**src/rtl/aes_pipe_ctrl_if.sv**
```systemverilog
// Handshake and control bundle between the AES round pipeline controller
// and its environment.
//
//  in_valid / in_ready    upstream block handshake (in_fire = both high)
//  out_valid / out_ready  downstream block handshake (out_fire = both high)
//  stage_en               per-stage load enable for the external pipeline registers
//  stage_valid            per-stage "holds a live block" flags
//  key_req / key_load     round-key reload request (level) and load strobe (pulse)
//  busy                   any live block, or controller not idle
//  occupancy              number of live blocks in the pipeline
//  blk_count              number of completed blocks, wrapping
//
// The master modport is the environment (drives requests and out_ready).
// The slave modport is the controller.
interface aes_pipe_ctrl_if #(
   parameter int NUM_STAGES = 10,
   parameter int CNT_W      = 16
);
   localparam int OCC_W = $clog2(NUM_STAGES + 1);

   logic                  in_valid;
   logic                  in_ready;
   logic                  out_valid;
   logic                  out_ready;
   logic [NUM_STAGES-1:0] stage_en;
   logic [NUM_STAGES-1:0] stage_valid;
   logic                  key_req;
   logic                  key_load;
   logic                  busy;
   logic [OCC_W-1:0]      occupancy;
   logic [CNT_W-1:0]      blk_count;

   modport master (
      output in_valid, out_ready, key_req,
      input  in_ready, out_valid, stage_en, stage_valid, key_load, busy,
             occupancy, blk_count
   );

   modport slave (
      input  in_valid, out_ready, key_req,
      output in_ready, out_valid, stage_en, stage_valid, key_load, busy,
             occupancy, blk_count
   );
endinterface

```
**src/rtl/aes_pipe_ctrl.sv**
```systemverilog
// Control plane for an unrolled AES round pipeline of NUM_STAGES register
// stages. The 128-bit datapath registers live outside this block; here we
// only decide when each of them loads.
//
// Provides elastic valid/ready flow control with full back-pressure and
// bubble compression, and sequences round-key reloads:
// stop intake, drain in-flight blocks, pulse key_load, resume.
//
// Ports:
//  clk    rising-edge system clock
//  reset  synchronous, active-high; discards all in-flight blocks
//  bus    aes_pipe_ctrl_if.slave handshake/control bundle
module aes_pipe_ctrl #(
   parameter int NUM_STAGES = 10,
   parameter int CNT_W      = 16
) (
   input logic            clk,
   input logic            reset,
   aes_pipe_ctrl_if.slave bus
);
   localparam int OCC_W = $clog2(NUM_STAGES + 1);

   localparam logic [1:0] IDLE    = 2'd0;
   localparam logic [1:0] RUN     = 2'd1;
   localparam logic [1:0] DRAIN   = 2'd2;
   localparam logic [1:0] KEYLOAD = 2'd3;

   logic [1:0]            state_q, state_d;
   logic [NUM_STAGES-1:0] valid_q, valid_d;
   logic [CNT_W-1:0]      count_q, count_d;

   logic [NUM_STAGES-1:0] space;
   logic [NUM_STAGES-1:0] adv;
   logic [NUM_STAGES-1:0] stageEn;
   logic                  inReady;
   logic                  inFire;
   logic                  outFire;
   logic [OCC_W-1:0]      occ;

   // Elastic flow control. A stage has room when it is empty or its block
   // moves on this cycle; that is true exactly when there is a hole somewhere
   // at or downstream of it, or the output is being consumed. Accumulating
   // that "hole" flag from the output end keeps the ready ripple free of any
   // feedback through the enable vector.
   always_comb begin : flow
      logic hole;
      space   = '0;
      adv     = '0;
      stageEn = '0;
      hole    = bus.out_ready;
      for (int i = NUM_STAGES - 1; i >= 0; i--) begin
         hole     = hole | ~valid_q[i];
         space[i] = hole;
      end
      adv[NUM_STAGES-1] = valid_q[NUM_STAGES-1] & bus.out_ready;
      for (int i = 0; i < NUM_STAGES - 1; i++) begin
         adv[i] = valid_q[i] & space[i+1];
      end
      inReady = ((state_q == IDLE) || (state_q == RUN)) & space[0] & ~reset;
      inFire  = bus.in_valid & inReady;
      stageEn[0] = inFire;
      for (int i = 1; i < NUM_STAGES; i++) begin
         stageEn[i] = valid_q[i-1] & space[i] & ~reset;
      end
      outFire = adv[NUM_STAGES-1];
      valid_d = stageEn | (valid_q & ~adv);
   end

   // Occupancy is a plain popcount of the live-stage flags.
   always_comb begin
      occ = '0;
      for (int i = 0; i < NUM_STAGES; i++) begin
         occ = occ + OCC_W'(valid_q[i]);
      end
   end

   // Key-reload sequencer. A key request from IDLE or RUN wins over the
   // normal IDLE/RUN bookkeeping; a block firing in that same cycle is still
   // taken and simply drains with the rest. DRAIN waits for a cycle in which
   // no stage is live, and KEYLOAD lasts one cycle before intake resumes.
   always_comb begin
      state_d = state_q;
      case (state_q)
         IDLE: begin
            if (bus.key_req) begin
               state_d = DRAIN;
            end else if (inFire) begin
               state_d = RUN;
            end
         end
         RUN: begin
            if (bus.key_req) begin
               state_d = DRAIN;
            end else if (valid_d == '0) begin
               state_d = IDLE;
            end
         end
         DRAIN: begin
            if (valid_q == '0) begin
               state_d = KEYLOAD;
            end
         end
         KEYLOAD: begin
            state_d = IDLE;
         end
         default: begin
            state_d = IDLE;
         end
      endcase
   end

   // Completed-block counter; wraps naturally at its width.
   always_comb begin
      count_d = count_q + CNT_W'(outFire);
   end

   // State registers with synchronous reset.
   always_ff @(posedge clk) begin
      if (reset) begin
         state_q <= IDLE;
         valid_q <= '0;
         count_q <= '0;
      end else begin
         state_q <= state_d;
         valid_q <= valid_d;
         count_q <= count_d;
      end
   end

   assign bus.in_ready    = inReady;
   assign bus.out_valid   = valid_q[NUM_STAGES-1];
   assign bus.stage_en    = stageEn;
   assign bus.stage_valid = valid_q;
   assign bus.key_load    = (state_q == KEYLOAD);
   assign bus.busy        = (|valid_q) | (state_q != IDLE);
   assign bus.occupancy   = occ;
   assign bus.blk_count   = count_q;
endmodule

```
**src/flat_wrapper.sv**
```systemverilog
// flat-port wrapper written by rule: the top's interface ports become plain ports
module aes_pipe_ctrl_flat 
#(
   parameter int NUM_STAGES = 10,
   parameter int CNT_W      = 16
)
  (clk, reset, bus_in_valid, bus_out_ready, bus_key_req, bus_in_ready, bus_out_valid, bus_stage_en, bus_stage_valid, bus_key_load, bus_busy, bus_occupancy, bus_blk_count);
  aes_pipe_ctrl_if #(.NUM_STAGES(NUM_STAGES), .CNT_W(CNT_W)) bus_i ();
  input logic clk;
  input logic reset;
  input wire logic [$bits(bus_i.in_valid)-1:0] bus_in_valid;
  input wire logic [$bits(bus_i.out_ready)-1:0] bus_out_ready;
  input wire logic [$bits(bus_i.key_req)-1:0] bus_key_req;
  output wire logic [$bits(bus_i.in_ready)-1:0] bus_in_ready;
  output wire logic [$bits(bus_i.out_valid)-1:0] bus_out_valid;
  output wire logic [$bits(bus_i.stage_en)-1:0] bus_stage_en;
  output wire logic [$bits(bus_i.stage_valid)-1:0] bus_stage_valid;
  output wire logic [$bits(bus_i.key_load)-1:0] bus_key_load;
  output wire logic [$bits(bus_i.busy)-1:0] bus_busy;
  output wire logic [$bits(bus_i.occupancy)-1:0] bus_occupancy;
  output wire logic [$bits(bus_i.blk_count)-1:0] bus_blk_count;
  assign bus_i.in_valid = bus_in_valid;
  assign bus_i.out_ready = bus_out_ready;
  assign bus_i.key_req = bus_key_req;
  assign bus_in_ready = bus_i.in_ready;
  assign bus_out_valid = bus_i.out_valid;
  assign bus_stage_en = bus_i.stage_en;
  assign bus_stage_valid = bus_i.stage_valid;
  assign bus_key_load = bus_i.key_load;
  assign bus_busy = bus_i.busy;
  assign bus_occupancy = bus_i.occupancy;
  assign bus_blk_count = bus_i.blk_count;
  aes_pipe_ctrl #(.NUM_STAGES(NUM_STAGES), .CNT_W(CNT_W)) u_core (.clk(clk), .reset(reset), .bus(bus_i));
endmodule
```
**config.mk**
```make
export PLATFORM = sky130hd
export DESIGN_NAME = aes_pipe_ctrl_flat
export DESIGN_NICKNAME = d
export VERILOG_FILES = /design/src/rtl/aes_pipe_ctrl_if.sv /design/src/rtl/aes_pipe_ctrl.sv /design/src/flat_wrapper.sv
export SDC_FILE = /design/constraint.sdc
export NUM_CORES = 1
export LEC_CHECK = 0
export ABC_AREA = 1
export BUFFER_PORTS_ARGS = -buffer_cell sky130_fd_sc_hd__buf_4
export CAP_MARGIN = 15
export CORE_UTILIZATION = 53
export CTS_BUF_LIST = sky130_fd_sc_hd__clkbuf_8
export CTS_CLUSTER_DIAMETER = 150
export DETAILED_ROUTE_END_ITERATION = 8
export PLACE_DENSITY = 0.81
export SLEW_MARGIN = 25
export SYNTH_ARGS = -nofsm -noshare
export SYNTH_HDL_FRONTEND = slang
export SYNTH_SLANG_ARGS = --single-unit
```
**constraint.sdc**
```tcl
create_clock -name clk -period 5.7 [get_ports clk]
set_input_delay 1.71 -clock clk [delete_from_list [all_inputs] [get_ports clk]]
set_output_delay 1.71 -clock clk [all_outputs]
set_load 0.01 [all_outputs]
```
==> Word-level counts from Yosys, hierarchy flattened <==
Cells that the tools add are included.
{ "totals": {"reg_bits": 28, "out_inout_bits": 44, "word_cells": 79} }
{ "op_classes": {"add_sub_neg": 10, "eq_ne": 6, "mux": 6, "bitwise": 47, "reduce_logical": 7} }
{ "op_table": {"columns": ["cell", "n"], "rows": [
  ["4-bit by 1-bit adder with 4-bit output", 8],
  ["1-bit AND", 22],
  ["10-bit zero test", 2],
  ["16-bit by 1-bit adder with 16-bit output", 1],
  ["1-bit inverter", 11],
  ["1-bit OR", 11],
  ["10-bit AND", 1],
  ["2-bit 2-to-1 mux", 5],
  ["10-bit inverter", 1],
  ["10-bit OR", 1],
  ["10-bit OR reduction", 1],
  ["2-bit case mux with 4 select lines", 1],
  ["2-bit == test, second input constant", 2],
  ["3-bit by 2-bit != test with 1-bit output, second input constant", 1],
  ["3-bit != test, second input constant", 1],
  ["3-bit AND reduction", 1],
  ["1-bit by 1-bit adder with 2-bit output", 1],
  ["2-bit by 1-bit == test with 1-bit output, second input constant", 1],
  ["2-bit zero test", 1],
  ["2-bit by 1-bit != test with 1-bit output, second input constant", 1],
  ["2-bit nonzero test", 1],
  ["1-bit logical OR", 1]
]} }

==> Logic depth before layout (Yosys ltp) <==
Gate-level depths: netlist of the first run.
{ "depth": {"word_depth": 19, "mapped_depth": 16, "depth_no_buf": 15} }

==> Worst setup path after synthesis of the first run <==
No wires, ideal clock.
{ "synth_timing": {"kind": "flip-flop to output port", "start": "reg u_core.valid_q[0] (netlist: u_core.bus.stage_valid[0])", "end": "out bus_occupancy[2]", "t_arrival_ns": 3.292, "required_ns": 3.990, "path_slack_ns": 0.698, "path_stages_with_launch": 11, "n_path_buf": 0, "cell_sequence": "dfxtp_1 inv_1 ha_1 inv_1 fa_1 fa_1 fa_1 inv_1 fa_1 fa_1 xor2_1"} }
{ "synth_via": {"elab_chain_len": 9} }
{ "synth_rtl": {"columns": ["element", "line_no", "source"], "rows": [
  ["start: declaration", "aes_pipe_ctrl.sv:29", "logic [NUM_STAGES-1:0] valid_q, valid_d;"],
  ["start signal: assignment", "aes_pipe_ctrl.sv:125", "valid_q <= valid_d;"],
  ["1-bit by 1-bit adder with 2-bit output", "aes_pipe_ctrl.sv:73", "occ = occ + OCC_W'(valid_q[i]);"],
  ["4-bit by 1-bit adder with 4-bit output (8 in series)", "aes_pipe_ctrl.sv:73", null],
  ["end: declaration", "flat_wrapper.sv:20", "output wire logic [$bits(bus_i.occupancy)-1:0] bus_occupancy;"]
]} }
No other way between the ends.

==> Worst setup path after layout of the first run <==
Ends and elaborated chain as after synthesis.

==> metrics.txt, run 1 <==
GR Overflow Total=0; Yosys warning count=0; core region area=3030 um^2; Longest Clk Path Bufs=2; DRC=0; DP Area=2050 um^2; clock period minus final worst setup slack=5.41 ns; Routability Congestion=0.779; endpoints failing setup=0; post-DP HPWL=2.62 mm; Die H=58.1 um; Max Cap Violations=0; critical path peak fanout=5; area delta synth->final=27.1%; FP Rows=20; Post-Route WL=3.29 mm; largest net degree at the start of global routing=28; R2R cell count=15; H-tree levels=1; hold path cells=1; Post-synth EDFFs=0; Setup TNS=0 ns; asr flop ratio synth=0; hold bufs inserted after CTS=0; mux share of post-synthesis cell area=0; min-delay worst type=reg2reg; TritonCTS clock tree=done; # diodes=0; root buffer cell=clkbuf_8; max-slew violations=0; initial antenna violation count=0; Period Utilization, post-route=0.949; wire per inst=10.3 um; Iter 0 DRT Violations=62; vias per cell=4.84; routed via count=1538; latest clock arrival within the worst-skew pair=0.27 ns; number of port buffers=48; type of origin of the critical path=register; RSZ-0062 raised after global routing=no; power density over the cells=183 nW/um^2; Seq/Total Area, Yosys=0.336; PostCTS Resize Cnt=0; fillers=252; die area=3380 um^2; Syn Std Cell Area=1670 um^2; DRT Pass-1 Iters=4; clock skew=0.00513 ns; compound-gate portion of the synthesized area=0.0952; Synth Area in Simple Gates=0.287; Die Wd=58.1 um; Initial Util=0.551; Hold WS=0.499 ns; CP Capture Type=primary output; outcome=complete, no violations; CTS buffer count=3; Post-Synth Adder-Cell Area=0.132; finished layout cell area=2120 um^2; Top Ports=49; Nets=294; Clock transition at path regs=0.09 ns; critical path class=reg2out; largest family of logic cells by synthesized area=simple AND/OR/NAND/NOR gates; fmax=185 MHz; XOR/XNOR share of the synthesized area=0.0210; share of cells above drive strength 1=0.245; Post-CTS Setup Inserts=0; CP arrival=3.70 ns; number of global-route vias before repair=1393; Syn Nets=247; Total Power=389 uW; CTS Sinks=28; Max IR drop VDD=173 uV; GRT Util Overall=0.218; Critical Path RT=3.99 ns; Synth Register Bits=28; Leakage=0.00112 uW; first-pass GRT wire length=5.82 mm; Slew @ Worst Pin=0.391 ns; predominant post-synthesis flop cell=dfxtp_1; Fin. Hold Viols=0; Synth Instances=228; Synth Area per Inst=7.32 um^2; Synth cell types=26; Rel. slew slack=0.737; post-route ant nets=0
per-layer routing:
layer | vias up | global-route usage | wire length (um)
li1 | 805 | - | -
met1 | 683 | 0.286 | 1500
met2 | 48 | 0.373 | 1630
met3 | 2 | 0.0491 | 158
met4 | 0 | 0.0374 | 7
met5 | - | 0 | 0
Yosys cell counts (2+ instances only):
cell,count,area share
inv_1,45,0.10
nand2_1,37,0.083
nor2_1,29,0.065
dfxtp_1,28,0.34
a21oi_1,17,0.051
nand3_1,12,0.036
ha_1,8,0.060
o21ai_0,8,0.024
fa_1,6,0.072
nor3_1,6,0.018
nand4_1,4,0.015
xor2_1,4,0.021
buf_4,3,0.013
inv_2,3,0.0067
o21ai_2,3,0.016
nand4_4,2,0.025
nor2_4,2,0.013
nor4_1,2,0.0075
or2_2,2,0.0075
placed cells by master, fill, tap and decap left out, drive strengths merged, types with 3 or more instances in the layout:
cell    synthesis  layout
ha              8       8
nand4           6       6
o21ai          11      11
fa              6       6
dfxtp          28      28
nor3            7       7
a21oi          17      17
clkbuf          1       3
nand2          37      37
nand3          13      13
inv            48      48
buf             5      48
nor2           32      32
xor2            4       4
cell families after synthesis:
kind of cell,Yosys count
AND/OR/NAND/NOR,99
adder cells (fa/ha/maj),14
XOR/XNOR,4
AO/OA/AOI/OAI,29
buffers and inverters,54
flip-flops,28
per-stage QoR:
step                setup WS (ns)   util  std cells
floorplan                   0.698      -        228
global placement            0.673  0.677        314
detailed placement          0.588  0.677        314
CTS                         0.281  0.700        318
global route                0.146  0.700        318
finish                      0.292  0.700        318
state kept, by name, summed over array words and instances, names as in the netlist:
register                flops
u_core.bus.blk_count       16
u_core.bus.stage_valid     10
u_core.state_q              2
final cells by class:
type	count	area [um^2]	area share
flip-flops and latches	28	561	0.264
repair buffers	48	360	0.170
inverters	48	180	0.0850
well taps	44	55.1	0.0260
multi-input cells	146	893	0.421
clock buffers	3	41.3	0.0195
clock inverters	1	30.0	0.0142
critical path, cell delays in order, from the launching register on:
cell and delay (ns):
dfxtp_1 0.43, inv_1 0.11, ha_1 0.30, inv_1 0.05, fa_1 0.49, fa_1 0.42, fa_1 0.49, inv_1 0.05
fa_1 0.40, fa_1 0.39, xor2_1 0.17, buf_4 0.14
where the power goes:
group	internal, uW	switching, uW
Sequential	197	2.49
Clock	94.0	61.2
Combinational	14.2	19.3
worst paths after layout:
check                                 start                        to  slack (ns)
hold / removal     u_core.bus.blk_count[14]  u_core.bus.blk_count[14]        0.50
setup reg to reg  u_core.bus.stage_valid[9]  u_core.bus.blk_count[14]        3.56
setup / recovery  u_core.bus.stage_valid[0]          bus_occupancy[2]        0.29
hold reg to reg    u_core.bus.blk_count[14]  u_core.bus.blk_count[14]        0.50
No activity file was read; power rests on OpenSTA's default activity.
==> run 2: changes to the inputs <==
ABC_AREA = 0   (was 1)
CORE_UTILIZATION = 52   (was 53)
PLACE_DENSITY = 0.8   (was 0.81)
==> run 2 against run 1 <==
Against the previous run:
- utilization rose by 0.70 points
- via count fell by 8.8%
- the run now ends with design-rule violations left
- first-iteration DRC count fell by 18%
- die area decreased by 4.4%
- synthesized cell count down 20%
- setup slack got worse by 0.010 ns
==> metrics.txt, run 2 <==
fmax=185 MHz (-0.18%); Seq/Total Area, Yosys=0.358 (+0.0226); Top Ports=49 (unchanged); finished layout cell area=1980 um^2 (-6.4%); CTS buffer count=3 (unchanged); Final Non-Filler Cells=259 (-19%); Die H=56.8 um (-2.2%); clock skew=0.00303 ns (-0.00210 ns); asr flop ratio synth=0 (unchanged); critical path class=reg2out; met2 WL post-DR=1.75 mm (+7.6%); Initial Util=0.558 (+0.00630); Yosys warning count=0 (unchanged); Synth Area in Simple Gates=0.282 (-0.00551); wire per inst=12.9 um (+25%); dpl ws=0.600 ns (+0.0123 ns); largest family of logic cells by synthesized area=simple AND/OR/NAND/NOR gates; WL met3=133 um (-16%); DRC=5 (+5); TritonCTS clock tree=done; clock period minus final worst setup slack=5.42 ns (+0.00999 ns); # diodes=0 (unchanged); H-tree levels=1 (unchanged); Routability Congestion=0.805 (+3.4%); Fin. Hold Viols=0 (unchanged); share of cells above drive strength 1=0.250 (+0.00547); Synth cell types=38 (+46%); commonest non-fill, non-tap cell in the layout=buf_4; final worst setup slack=0.282 ns (-0.00999 ns); DRT met1 WL=1.44 mm (-3.9%); Post-Route WL=3.34 mm (+1.7%); DRT Pass-1 Iters=6 (+2); GRT Util Overall=0.225 (+0.00720); Syn Std Cell Area=1560 um^2 (-6.3%); Die Wd=56.8 um (-2.2%); CTS Sinks=28 (unchanged); Synth top area share=0.358 (+0.0226); Longest Clk Path Bufs=2 (unchanged); predominant post-synthesis flop cell=dfxtp_1; top cells by area, synth=dfxtp_1 (36%), fa_1 (7.7%), ha_1 (6.4%); CP arrival=3.71 ns (about the same); Syn Nets=202 (-18%); critical path peak fanout=6 (+1); mux share of post-synthesis cell area=0.00640 (+0.00640); Synth Instances=183 (-20%); Max Cap Violations=0 (unchanged); failing checks=design-rule violations; post-route ant nets=0 (unchanged); Setup TNS=0 ns (unchanged); GR Overflow Total=0 (unchanged); Slew @ Worst Pin=0.513 ns (+0.121 ns); Post-Synth Adder-Cell Area=0.141 (+0.00887); Crit path top cell by count=fa_1; Rel. slew slack=0.655 (-0.0816); largest net degree at the start of global routing=41 (+46%); power density over the cells=175 nW/um^2 (-4.5%); Max Used Layer=met4; number of global-route vias before repair=1344 (-3.5%); CP Capture Type=primary output; die area=3230 um^2 (-4.4%); Period Utilization, post-route=0.950 (+0.00175); core region area=2810 um^2 (-7.4%); most frequent cells in the layout=buf_4 (48), dfxtp_1 (28), nor2_1 (22), inv_1 (16), a21oi_1 (14); Synth Area per Inst=8.55 um^2 (+17%); root buffer cell=clkbuf_8; Post-synth top cells=dfxtp_1 (28), nor2_1 (22), inv_1 (16), a21oi_1 (14), nand2_1 (12); hold bufs inserted after CTS=0 (unchanged); Iter 0 DRT Violations=51 (-18%); DP Area=1930 um^2 (-5.9%); Critical Path RT=3.99 ns (about the same); initial antenna violation count=0 (unchanged); max-slew violations=0 (unchanged); Nets=248 (-16%); routed via count=1403 (-8.8%); Leakage=0.000879 uW (-21%); DP Cell Count=255 (-19%); Synth area leader=dfxtp_1; slowest CP cell=fa_1; compound-gate portion of the synthesized area=0.0968 (+0.00160); first-pass GRT wire length=5.71 mm (-2.0%); crit-path max cell delay=0.49 ns (about the same); endpoints failing setup=0 (unchanged); Clock transition at path regs=0.09 ns (about the same); post-DP HPWL=2.54 mm (-2.9%); type of origin of the critical path=register; Synth Register Bits=28 (unchanged); RSZ-0062 raised after global routing=no; vias per cell=5.42 (+12%); crit path cell chain=inv_1 -> ha_1 -> inv_1 -> fa_1 -> fa_1 -> fa_1 -> inv_1 -> fa_1 -> fa_1 -> xor2_1 -> buf_4; Post-CTS Setup Inserts=0 (unchanged); Max IR drop VDD=176 uV (+1.9%); max reg flops=16 (unchanged); area delta synth->final=26.9%; XOR/XNOR share of the synthesized area=0.0560 (+0.0350); count leader, synth=dfxtp_1; number of port buffers=48 (unchanged); FP Rows=19 (-5.0%); min-delay worst type=reg2reg; latest clock arrival within the worst-skew pair=0.27 ns (about the same); Post-synth EDFFs=0 (unchanged); PostCTS Resize Cnt=0 (unchanged); outcome=finished, violations left
==> run 2: changes by cell type after synthesis, moves of 4 or more <==
cell	before	now
nor2_1	29	22
inv_1	45	16
o21ai_0	8	4
nor2b_1	0	4
xnor2_1	0	8
nand2_1	37	12
nand3_1	12	5
==> run 2: through the flow <==
step,hold slack [ns],utilization,total power [uW]
after global placement,0.467,0.688,231
after CTS,0.518,0.707,352
final,0.513,0.707,347
after floorplan,0.502,-,221
after detailed placement,0.504,0.688,232
after global routing,0.538,0.707,364
==> run 2: final cells by class <==
type | count | area, um^2
Timing Repair Buffer | 48 | 360
Inverter | 16 | 60.1
Tap cell | 31 | 38.8
Multi-Input combinational cell | 132 | 910
Sequential cell | 28 | 561
Clock buffer | 4 | 55.1
Fill cell | 227 | 821
==> run 2: worst paths after layout <==
kind	startpoint	to	slack, ns	depth (start not counted)
max	u_core.bus.stage_valid[1]	bus_occupancy[2]	0.28	11
min	u_core.bus.blk_count[15]	u_core.bus.blk_count[15]	0.51	2
max reg2reg	u_core.bus.stage_valid[9]	u_core.bus.blk_count[12]	3.45	7
min reg2reg	u_core.bus.blk_count[15]	u_core.bus.blk_count[15]	0.51	2
==> run 2: per-layer routing <==
layer / global-route usage / vias to the layer above
li1: - / 717
met1: 0.254 / 648
met4: 0.0592 / 0
met2: 0.429 / 34
met5: 0 / -
met3: 0.0438 / 4
==> run 2: power by group <==
part	leakage (uW)	internal [uW]	switching, uW	total, uW
logic	0.000624	12.8	14.5	27.2
registers	0.000226	197	2.57	200
clock network	0.0000288	61.8	58.2	120
total	0.000879	272	75.2	347
==> run 2: cells by family after synthesis <==
| group | Yosys count |
|---|---|
| buffers and inverters | 23 |
| muxes | 1 |
| adders and majority gates | 14 |
| AOI/OAI and AO/OA | 26 |
| xor gates and xnor gates | 10 |
| and+or+nand+nor | 81 |
| DFF | 28 |
==> run 2: worst max-delay path, delay by kind of cell, from the launching register on <==
family	cells	cell delay, ns
xor+xnor	1	0.18
buf+inv	4	0.35
flops	1	0.43
fa+ha+maj	6	2.49
